### src/rtl/register_bank_if.sv
// Bus bundle for register_bank: two write ports, two read ports, watch tap and status.
interface register_bank_if #(
   parameter int unsigned XLEN  = 32,
   parameter int unsigned NREGS = 32
);
   localparam int unsigned AW = $clog2(NREGS);

   logic            writeRegister0;
   logic            writeRegister1;
   logic [AW-1:0]   rd0;
   logic [AW-1:0]   rd1;
   logic [XLEN-1:0] dataToWrite0;
   logic [XLEN-1:0] dataToWrite1;
   logic [AW-1:0]   rs1;
   logic [AW-1:0]   rs2;
   logic [XLEN-1:0] registerRead1;
   logic [XLEN-1:0] registerRead2;
   logic [XLEN-1:0] watch;
   logic            busy;
   logic            writeDropped;

   modport master (
      output writeRegister0, writeRegister1, rd0, rd1, dataToWrite0, dataToWrite1, rs1, rs2,
      input  registerRead1, registerRead2, watch, busy, writeDropped
   );

   modport slave (
      input  writeRegister0, writeRegister1, rd0, rd1, dataToWrite0, dataToWrite1, rs1, rs2,
      output registerRead1, registerRead2, watch, busy, writeDropped
   );
endinterface

### src/rtl/register_bank.sv
// Two-write / two-read register file with a post-reset initialisation sweep.
// Optional same-cycle write-to-read bypass: define REGISTER_BANK_BYPASS_EN.
module register_bank #(
   parameter int unsigned XLEN        = 32,
   parameter int unsigned NREGS       = 32,
   parameter int unsigned SP_INDEX    = 2,
   parameter logic [31:0] SP_INIT     = 32'h3fc,
   parameter int unsigned WATCH_INDEX = 18
) (
   input logic            clock,
   input logic            resetN,
   register_bank_if.slave bus
);
   localparam int unsigned AW = $clog2(NREGS);

   typedef enum logic {
      ST_INIT  = 1'b0,
      ST_READY = 1'b1
   } state_t;

   state_t          r_state;
   state_t          w_state_nxt;
   logic [AW-1:0]   r_count;
   logic [AW-1:0]   w_count_nxt;
   logic [XLEN-1:0] r_regs [0:NREGS-1];

   logic            w_sweep_we;
   logic            w_ready;
   logic [XLEN-1:0] w_sweep_data;
   logic [XLEN-1:0] w_read1;
   logic [XLEN-1:0] w_read2;
   logic [XLEN-1:0] w_watch;

   // State and sweep counter
   always_ff @(posedge clock or negedge resetN) begin
      if (!resetN) begin
         r_state <= ST_INIT;
         r_count <= '0;
      end else begin
         r_state <= w_state_nxt;
         r_count <= w_count_nxt;
      end
   end

   always_comb begin
      w_state_nxt = r_state;
      w_count_nxt = r_count;
      case (r_state)
         ST_INIT: begin
            w_count_nxt = r_count + AW'(1);
            if (r_count == AW'(NREGS - 1)) begin
               w_state_nxt = ST_READY;
            end
         end
         ST_READY: begin
            w_state_nxt = ST_READY;
         end
      endcase
   end

   assign w_ready      = (r_state == ST_READY);
   assign w_sweep_we   = (r_state == ST_INIT) && resetN;
   assign w_sweep_data = (r_count == AW'(SP_INDEX)) ? XLEN'(SP_INIT) : '0;

   // Storage is deliberately not reset: the sweep owns initialisation. Entry 0 is never written.
   always_ff @(posedge clock) begin
      for (int i = 1; i < int'(NREGS); i++) begin
         if (w_sweep_we) begin
            if (r_count == AW'(i)) begin
               r_regs[i] <= w_sweep_data;
            end
         end else if (w_ready) begin
            if (bus.writeRegister1 && (bus.rd1 == AW'(i))) begin
               r_regs[i] <= bus.dataToWrite1;
            end else if (bus.writeRegister0 && (bus.rd0 == AW'(i))) begin
               r_regs[i] <= bus.dataToWrite0;
            end
         end
      end
   end

   // Read ports; everything reads 0 until the sweep is done
   always_comb begin
      w_read1 = '0;
      w_read2 = '0;
      w_watch = '0;
      if (w_ready) begin
         w_read1 = (bus.rs1 == '0) ? '0 : r_regs[bus.rs1];
         w_read2 = (bus.rs2 == '0) ? '0 : r_regs[bus.rs2];
         w_watch = (AW'(WATCH_INDEX) == '0) ? '0 : r_regs[AW'(WATCH_INDEX)];
`ifdef REGISTER_BANK_BYPASS_EN
         if (bus.rs1 != '0) begin
            if (bus.writeRegister1 && (bus.rd1 == bus.rs1)) begin
               w_read1 = bus.dataToWrite1;
            end else if (bus.writeRegister0 && (bus.rd0 == bus.rs1)) begin
               w_read1 = bus.dataToWrite0;
            end
         end
         if (bus.rs2 != '0) begin
            if (bus.writeRegister1 && (bus.rd1 == bus.rs2)) begin
               w_read2 = bus.dataToWrite1;
            end else if (bus.writeRegister0 && (bus.rd0 == bus.rs2)) begin
               w_read2 = bus.dataToWrite0;
            end
         end
`endif
      end
   end

   assign bus.registerRead1 = w_read1;
   assign bus.registerRead2 = w_read2;
   assign bus.watch         = w_watch;
   assign bus.busy          = (r_state == ST_INIT);
   // Held low while resetN is low so no spurious pulse appears during reset
   assign bus.writeDropped  = resetN && (r_state == ST_INIT) &&
                              (bus.writeRegister0 || bus.writeRegister1);

endmodule

### src/flat_wrapper.sv
// flat-port wrapper written by rule: the top's interface ports become plain ports
module register_bank_flat 
#(
   parameter int unsigned XLEN        = 32,
   parameter int unsigned NREGS       = 32,
   parameter int unsigned SP_INDEX    = 2,
   parameter logic [31:0] SP_INIT     = 32'h3fc,
   parameter int unsigned WATCH_INDEX = 18
)
  (clock, resetN, bus_writeRegister0, bus_writeRegister1, bus_rd0, bus_rd1, bus_dataToWrite0, bus_dataToWrite1, bus_rs1, bus_rs2, bus_registerRead1, bus_registerRead2, bus_watch, bus_busy, bus_writeDropped);
  register_bank_if #(.XLEN(XLEN), .NREGS(NREGS)) bus_i ();
  input logic clock;
  input logic resetN;
  input wire logic [$bits(bus_i.writeRegister0)-1:0] bus_writeRegister0;
  input wire logic [$bits(bus_i.writeRegister1)-1:0] bus_writeRegister1;
  input wire logic [$bits(bus_i.rd0)-1:0] bus_rd0;
  input wire logic [$bits(bus_i.rd1)-1:0] bus_rd1;
  input wire logic [$bits(bus_i.dataToWrite0)-1:0] bus_dataToWrite0;
  input wire logic [$bits(bus_i.dataToWrite1)-1:0] bus_dataToWrite1;
  input wire logic [$bits(bus_i.rs1)-1:0] bus_rs1;
  input wire logic [$bits(bus_i.rs2)-1:0] bus_rs2;
  output wire logic [$bits(bus_i.registerRead1)-1:0] bus_registerRead1;
  output wire logic [$bits(bus_i.registerRead2)-1:0] bus_registerRead2;
  output wire logic [$bits(bus_i.watch)-1:0] bus_watch;
  output wire logic [$bits(bus_i.busy)-1:0] bus_busy;
  output wire logic [$bits(bus_i.writeDropped)-1:0] bus_writeDropped;
  assign bus_i.writeRegister0 = bus_writeRegister0;
  assign bus_i.writeRegister1 = bus_writeRegister1;
  assign bus_i.rd0 = bus_rd0;
  assign bus_i.rd1 = bus_rd1;
  assign bus_i.dataToWrite0 = bus_dataToWrite0;
  assign bus_i.dataToWrite1 = bus_dataToWrite1;
  assign bus_i.rs1 = bus_rs1;
  assign bus_i.rs2 = bus_rs2;
  assign bus_registerRead1 = bus_i.registerRead1;
  assign bus_registerRead2 = bus_i.registerRead2;
  assign bus_watch = bus_i.watch;
  assign bus_busy = bus_i.busy;
  assign bus_writeDropped = bus_i.writeDropped;
  register_bank #(.XLEN(XLEN), .NREGS(NREGS), .SP_INDEX(SP_INDEX), .SP_INIT(SP_INIT), .WATCH_INDEX(WATCH_INDEX)) u_core (.clock(clock), .resetN(resetN), .bus(bus_i));
endmodule
### config.mk
export PLATFORM = sky130hd
export DESIGN_NAME = register_bank_flat
export DESIGN_NICKNAME = d
export VERILOG_FILES = /design/src/rtl/register_bank_if.sv /design/src/rtl/register_bank.sv /design/src/flat_wrapper.sv
export SDC_FILE = /design/constraint.sdc
export NUM_CORES = 2
export LEC_CHECK = 0
export ABC_CLOCK_PERIOD_IN_PS = 7000
export CAP_MARGIN = 5
export CORE_MARGIN = 1
export CORE_UTILIZATION = 26
export DETAILED_ROUTE_END_ITERATION = 8
export GPL_TIMING_DRIVEN = 0
export PLACE_DENSITY = 0.4
export SLEW_MARGIN = 30
export SYNTH_ARGS = -nofsm -noshare
export SYNTH_HDL_FRONTEND = slang
export SYNTH_SLANG_ARGS = --single-unit
### constraint.sdc
create_clock -name clock -period 7 [get_ports clock]
set_input_delay 1.4 -clock clock [delete_from_list [all_inputs] [get_ports clock]]
set_output_delay 1.4 -clock clock [all_outputs]
set_load 0.05 [all_outputs]
**After elaboration in Yosys (flattened, before gate mapping)**

Memory sizes are Yosys's and may differ from the RTL's.
Index checks and enable logic that the tools add are counted.

- Input port bits: 88
- Bits in writable memories: 1024
- Output and inout bits: 98
- Register bits after elaboration: 6
- Memories: 1
- Logic and storage cells: 668

Memory list:

| memory | depth | width | read ports | clocked after memory_dff | write ports | line | RTL |
|---|---|---|---|---|---|---|---|
| u_core.r_regs | 32 | 32 | 3 | 0 | 31 | register_bank.sv:25 | `logic [XLEN-1:0] r_regs [0:NREGS-1];` |

- Reduce and logical (&&, ||, !) cells: 67
- Bitwise operators: 63
- Mux-type cells: 441
- Eq/ne operators: 93
- $add $sub $neg: 1

Operators by type and width:

| cell | count |
|---|---|
| 32-bit 2-to-1 mux | 67 |
| 1-bit 2-to-1 mux | 372 |
| 5-bit == test, second input constant | 48 |
| 5-bit by 4-bit == test with 1-bit output, second input constant | 24 |
| 1-bit logical AND | 64 |
| 1-bit bitwise OR | 62 |
| 5-bit by 3-bit == test with 1-bit output, second input constant | 12 |
| 5-bit by 2-bit == test with 1-bit output, second input constant | 6 |
| 5-bit by 1-bit == test with 1-bit output, second input constant | 3 |
| 5-bit logical NOT | 2 |
| 10-bit 2-to-1 mux | 1 |
| 5-bit by 1-bit adder with 5-bit output, second input constant | 1 |
| 1-bit case mux with 2 select lines | 1 |
| 1-bit logical OR | 1 |
| 1-bit inverter | 1 |

**Depth between registers and ports, before layout**

- Depth after elaboration: 8
- Depth in mapped cells: 8

**Worst setup path after synthesis**

OpenSTA, ideal clock, no wires.

- Path kind: input to register
- Start: input port resetN
- End: memory u_core.r_regs[17][0] (enable)
- Library setup time: 533 ps
- Data arrival time: 5763 ps
- Required time: 6467 ps
- Cell stages on the path: 4
- Setup slack: 704 ps
- Cells stage by stage: nand2b_1 nor2_1 nand2_1 o311ai_0

RTL lines:

| what | line | RTL |
|---|---|---|
| from (decl) | flat_wrapper.sv:13 | `input logic resetN;` |
| to (decl) | register_bank.sv:25 |  |

**Final worst setup path**

- Start: input port bus_rs1[0]
- End: output port bus_registerRead1[31]

- Word-level cells in the longest chain between the ends: 3
- Elaborated cells on any way between the ends: 4

RTL lines:

| what | line | RTL |
|---|---|---|
| from (decl) | flat_wrapper.sv:20 | `input wire logic [$bits(bus_i.rs1)-1:0] bus_rs1;` |
| memory 32 x 32 bit or 5-bit logical NOT (tied branches) | - |  |
| 32-bit 2-to-1 mux (*) | register_bank.sv:88 | `w_read1 = (bus.rs1 == '0) ? '0 : r_regs[bus.rs1];` |
| 32-bit 2-to-1 mux (*) | register_bank.sv:87 | `if (w_ready) begin` |
| to (decl) | flat_wrapper.sv:22 | `output wire logic [$bits(bus_i.registerRead1)-1:0] bus_registerRead1;` |

Every way passes the cells marked *; elsewhere a longest branch is shown, timed or not.

==> results.md <==
* Status: finished, violations left
* Failing checks: DRC, setup timing
* Synth Register Bits at 998
* Vias per std cell at 5.993
* Final WS setup at -0.1860 ns
* Area delta synth->final at 18.19%
* Critical-path cell list: buf_2 -> buf_2 -> buf_2 -> buf_4 -> mux2i_1 -> a22o_1 -> a211oi_2 -> clkdlybuf4s50_1
* CTS tree: built
* CP Capture Type: output port
* Commonest non-fill, non-tap cell in the layout: edfxtp_1
* Worst endpoint data arrival time at 5.79 ns
* WHS at 0.5650 ns
* Fraction of registers with async set/reset at 0.6012%
* FMAX at 0.1392 GHz
* Pin count of the biggest net entering global routing at 33
* Syn_nets at 4861
* Slew headroom at 21.39%
* Max FO, Critical Path at 10
* Hold Crit Depth at 1
* Source of the worst hold timing path: u_core.r_count[0]$_DFFE_PN0N_
* Leakage power at 26.42 nW
* HP Class: register to register
* GRT Overall Usage at 28.46%
* # port buffers at 180
* Final Hold Fails at 0
* Clk_skew at 0.03039 ns
* DRT Pass-1 Iters at 9
* Worst-path clk slew at 0.06 ns
* Ratio of cells with drive above 1 in the final layout at 23.73%
* Clock Latency Late Sink at 0.77 ns
* Rows at 177
* CTS buffer count at 118
* Pwr Density at 210.3 mW/mm^2
* Most frequent cells in the layout: edfxtp_1 (992), a22o_1 (783), mux2i_1 (363)
* Initial Utilization at 26.19%
* Clock sinks at 998
* DRC viols at 1
* Initial antenna violation count at 35
* First-pass GRT wire length at 450500 um
* DRT Wirelength at 347800 um
* Final Max Tran Viols at 0
* Crit-path max cell delay at 0.94 ns
* Post-Syn Area at 0.06102 sq mm
* Antenna Nets Post-Route at 0
* Reg2reg path depth at 13
* Worst Path Buf+Inv at 5
* Sequential share of the synthesized area at 49.06%
* Total grt overflow at 0
* Iter 0 DRT Violations at 7056
* Slew @ Worst Pin at 1.146 ns
* DR vias at 50540
* Full die area at 0.2366 sq mm
* GP Congestion at 1.069
* Max Cap Viol at 0
* Die X at 486.5 um
* Die height at 486.5 um
* Max VDD drop at 0.2070 mV
* Root buf cell: clkbuf_16
* CTS Buffer Depth at 3
* Syn Area/Cell at 12.80 sq um
* Number of synthesized flops with an enable pin at 992
* Worst flop-to-flop path startpoint: u_core.r_state$_DFF_PN0_
* Post-synth cell types at 70
* Ys Warns at 0
* Reg-to-Reg End: u_core.r_regs[30][28]$_DFFE_PP_
* WP data required at 5.60 ns
* Routed length per instance at 41.24 um
* Vias in the first global route at 48490
* Reg-to-reg slack, setup at 2.21 ns
* Dpl hpwl at 281800 um
* Post-Synthesis Cells at 4767
* Core ar. at 0.2330 sq mm
* Finished Core Util at 30.96%
* Tcrit/Tclk final at 102.7%
* H-tree depth at 3
* Final nets at 5287
* CP Class: input port to output port
* Hold EP: u_core.r_count[0]$_DFFE_PN0N_
* Ports at 186
* Critical Path Slowest Stage Cell: clkdlybuf4s50_1
* Pre-CTS setup slack at -1.096 ns
* CP top delay family: buffers and inverters
* Most Frequent Cell on Critical Path: buf_2
* Ys flop type: edfxtp_1
* Final count of negative-setup-slack endpoints at 14
* CP Launch Type: input port
* Post-route setup TNS at -1.030 ns
* Minimum clock period at 7.186 ns
==> synth_stat cells (all sizes together), types with 4 or more instances <==
library cell	number	share of area [%]
nand3	45	0.41
mux4	195	7.2
and4b	4	0.068
and2	40	0.41
nand2	111	0.69
clkbuf	379	2.3
a31oi	40	0.41
edfxtp	992	49
nor2	302	1.9
a21oi	124	1.0
and3	12	0.12
o211ai	15	0.18
a211oi	39	0.48
a22oi	124	1.5
a22o	783	11
nor3	50	0.66
a211o	64	0.92
or3	4	0.041
o22ai	224	2.3
o221a	17	0.31
o21ai	11	0.090
nand2b	11	0.11
nand4b	4	0.082
mux2i	378	6.2
a21o	41	0.50
dfrtp	6	0.25
nor2b	20	0.21
o2111ai	30	0.58
ha	6	0.12
and4bb	4	0.082
or2	5	0.051
mux2	258	4.8
a2111oi	31	1.4
inv	4	0.025
nand3b	7	0.13
o211a	23	0.38
a222oi	64	1.0
a31o	23	0.33
buf	252	2.3
==> cell type report <==
| cell class | count | area, sq um |
|---|---|---|
| fill | 23800 | 160900 |
| antenna | 13 | 32.53 |
| timing repair buffer | 307 | 2679 |
| clock inverter | 62 | 626.9 |
| sequential | 998 | 29940 |
| buffer | 630 | 2969 |
| inverter | 4 | 15.01 |
| clock buffer | 153 | 3127 |
| tap | 3132 | 3919 |
| multi-input combinational | 3134 | 28810 |
==> layer usage <==
layer / vias to the layer above / part of all wire [%] / GRT usage, %
met5: - / 0.015 / 0
met2: 2997 / 45 / 45.10
met4: 8 / 7.2 / 18.06
met1: 26250 / 40 / 35.45
met3: 745 / 8.1 / 5.525
li1: 20540 / - / -
==> repair_timing <==
action                                  CTS  global route
hold buffers                              0             0
setup buffers                             0             0
endpoints found under the setup margin   64             7
gates cloned                              0             0
gates resized for setup                 114             6
==> cell families after synthesis <==
| logic type | share of synthesized area (%) |
|---|---|
| buffers and inverters | 4.636 |
| AOI/OAI and AO/OA | 22.79 |
| and+or+nand+nor | 5.188 |
| muxes | 18.16 |
| xor gates and xnor gates | 0.04307 |
| DFF | 49.06 |
| adders and majority gates | 0.1230 |
==> registers in the layout, indices dropped and copies added (netlist names) <==
| name | flops |
|---|---|
| u_core.r_count | 5 |
| u_core.r_regs | 992 |
| u_core.r_state | 1 |
==> through the flow <==
| step | cell area (sq um) | power (mW) | std cells |
|---|---|---|---|
| floorplan | 61020 | 7.784 | 4767 |
| global placement | 66740 | 8.835 | 8079 |
| detailed placement | 68070 | 8.863 | 8203 |
| CTS | 71970 | 15.12 | 8417 |
| global route | 72100 | 15.36 | 8426 |
| finish | 72120 | 15.17 | 8433 |
==> worst max path at each step <==
| stage | endpoint | cells after the start | from |
|---|---|---|---|
| final | bus_registerRead1[31] | 8 | bus_rs1[0] |
| after global routing | bus_registerRead2[27] | 10 | bus_rs2[1] |
| after detailed placement | bus_registerRead2[0] | 9 | bus_rs2[2] |
| after CTS | bus_registerRead1[5] | 9 | bus_rs1[2] |
| after floorplan | u_core.r_regs[17][0]$_DFFE_PP_ | 4 | resetN |
| after global placement | u_core.r_regs[1][29]$_DFFE_PP_ | 5 | resetN |
==> where the power goes <==
part	leakage (nW)	total [mW]	switching (mW)	internal (mW)
Sequential	10.8	6.56	0.0152	6.54
Combinational	13.8	2.26	1.67	0.590
Clock	1.82	6.35	2.82	3.53
Total	26.4	15.2	4.50	10.7
Note: power is estimated with default switching activity, not from simulation.
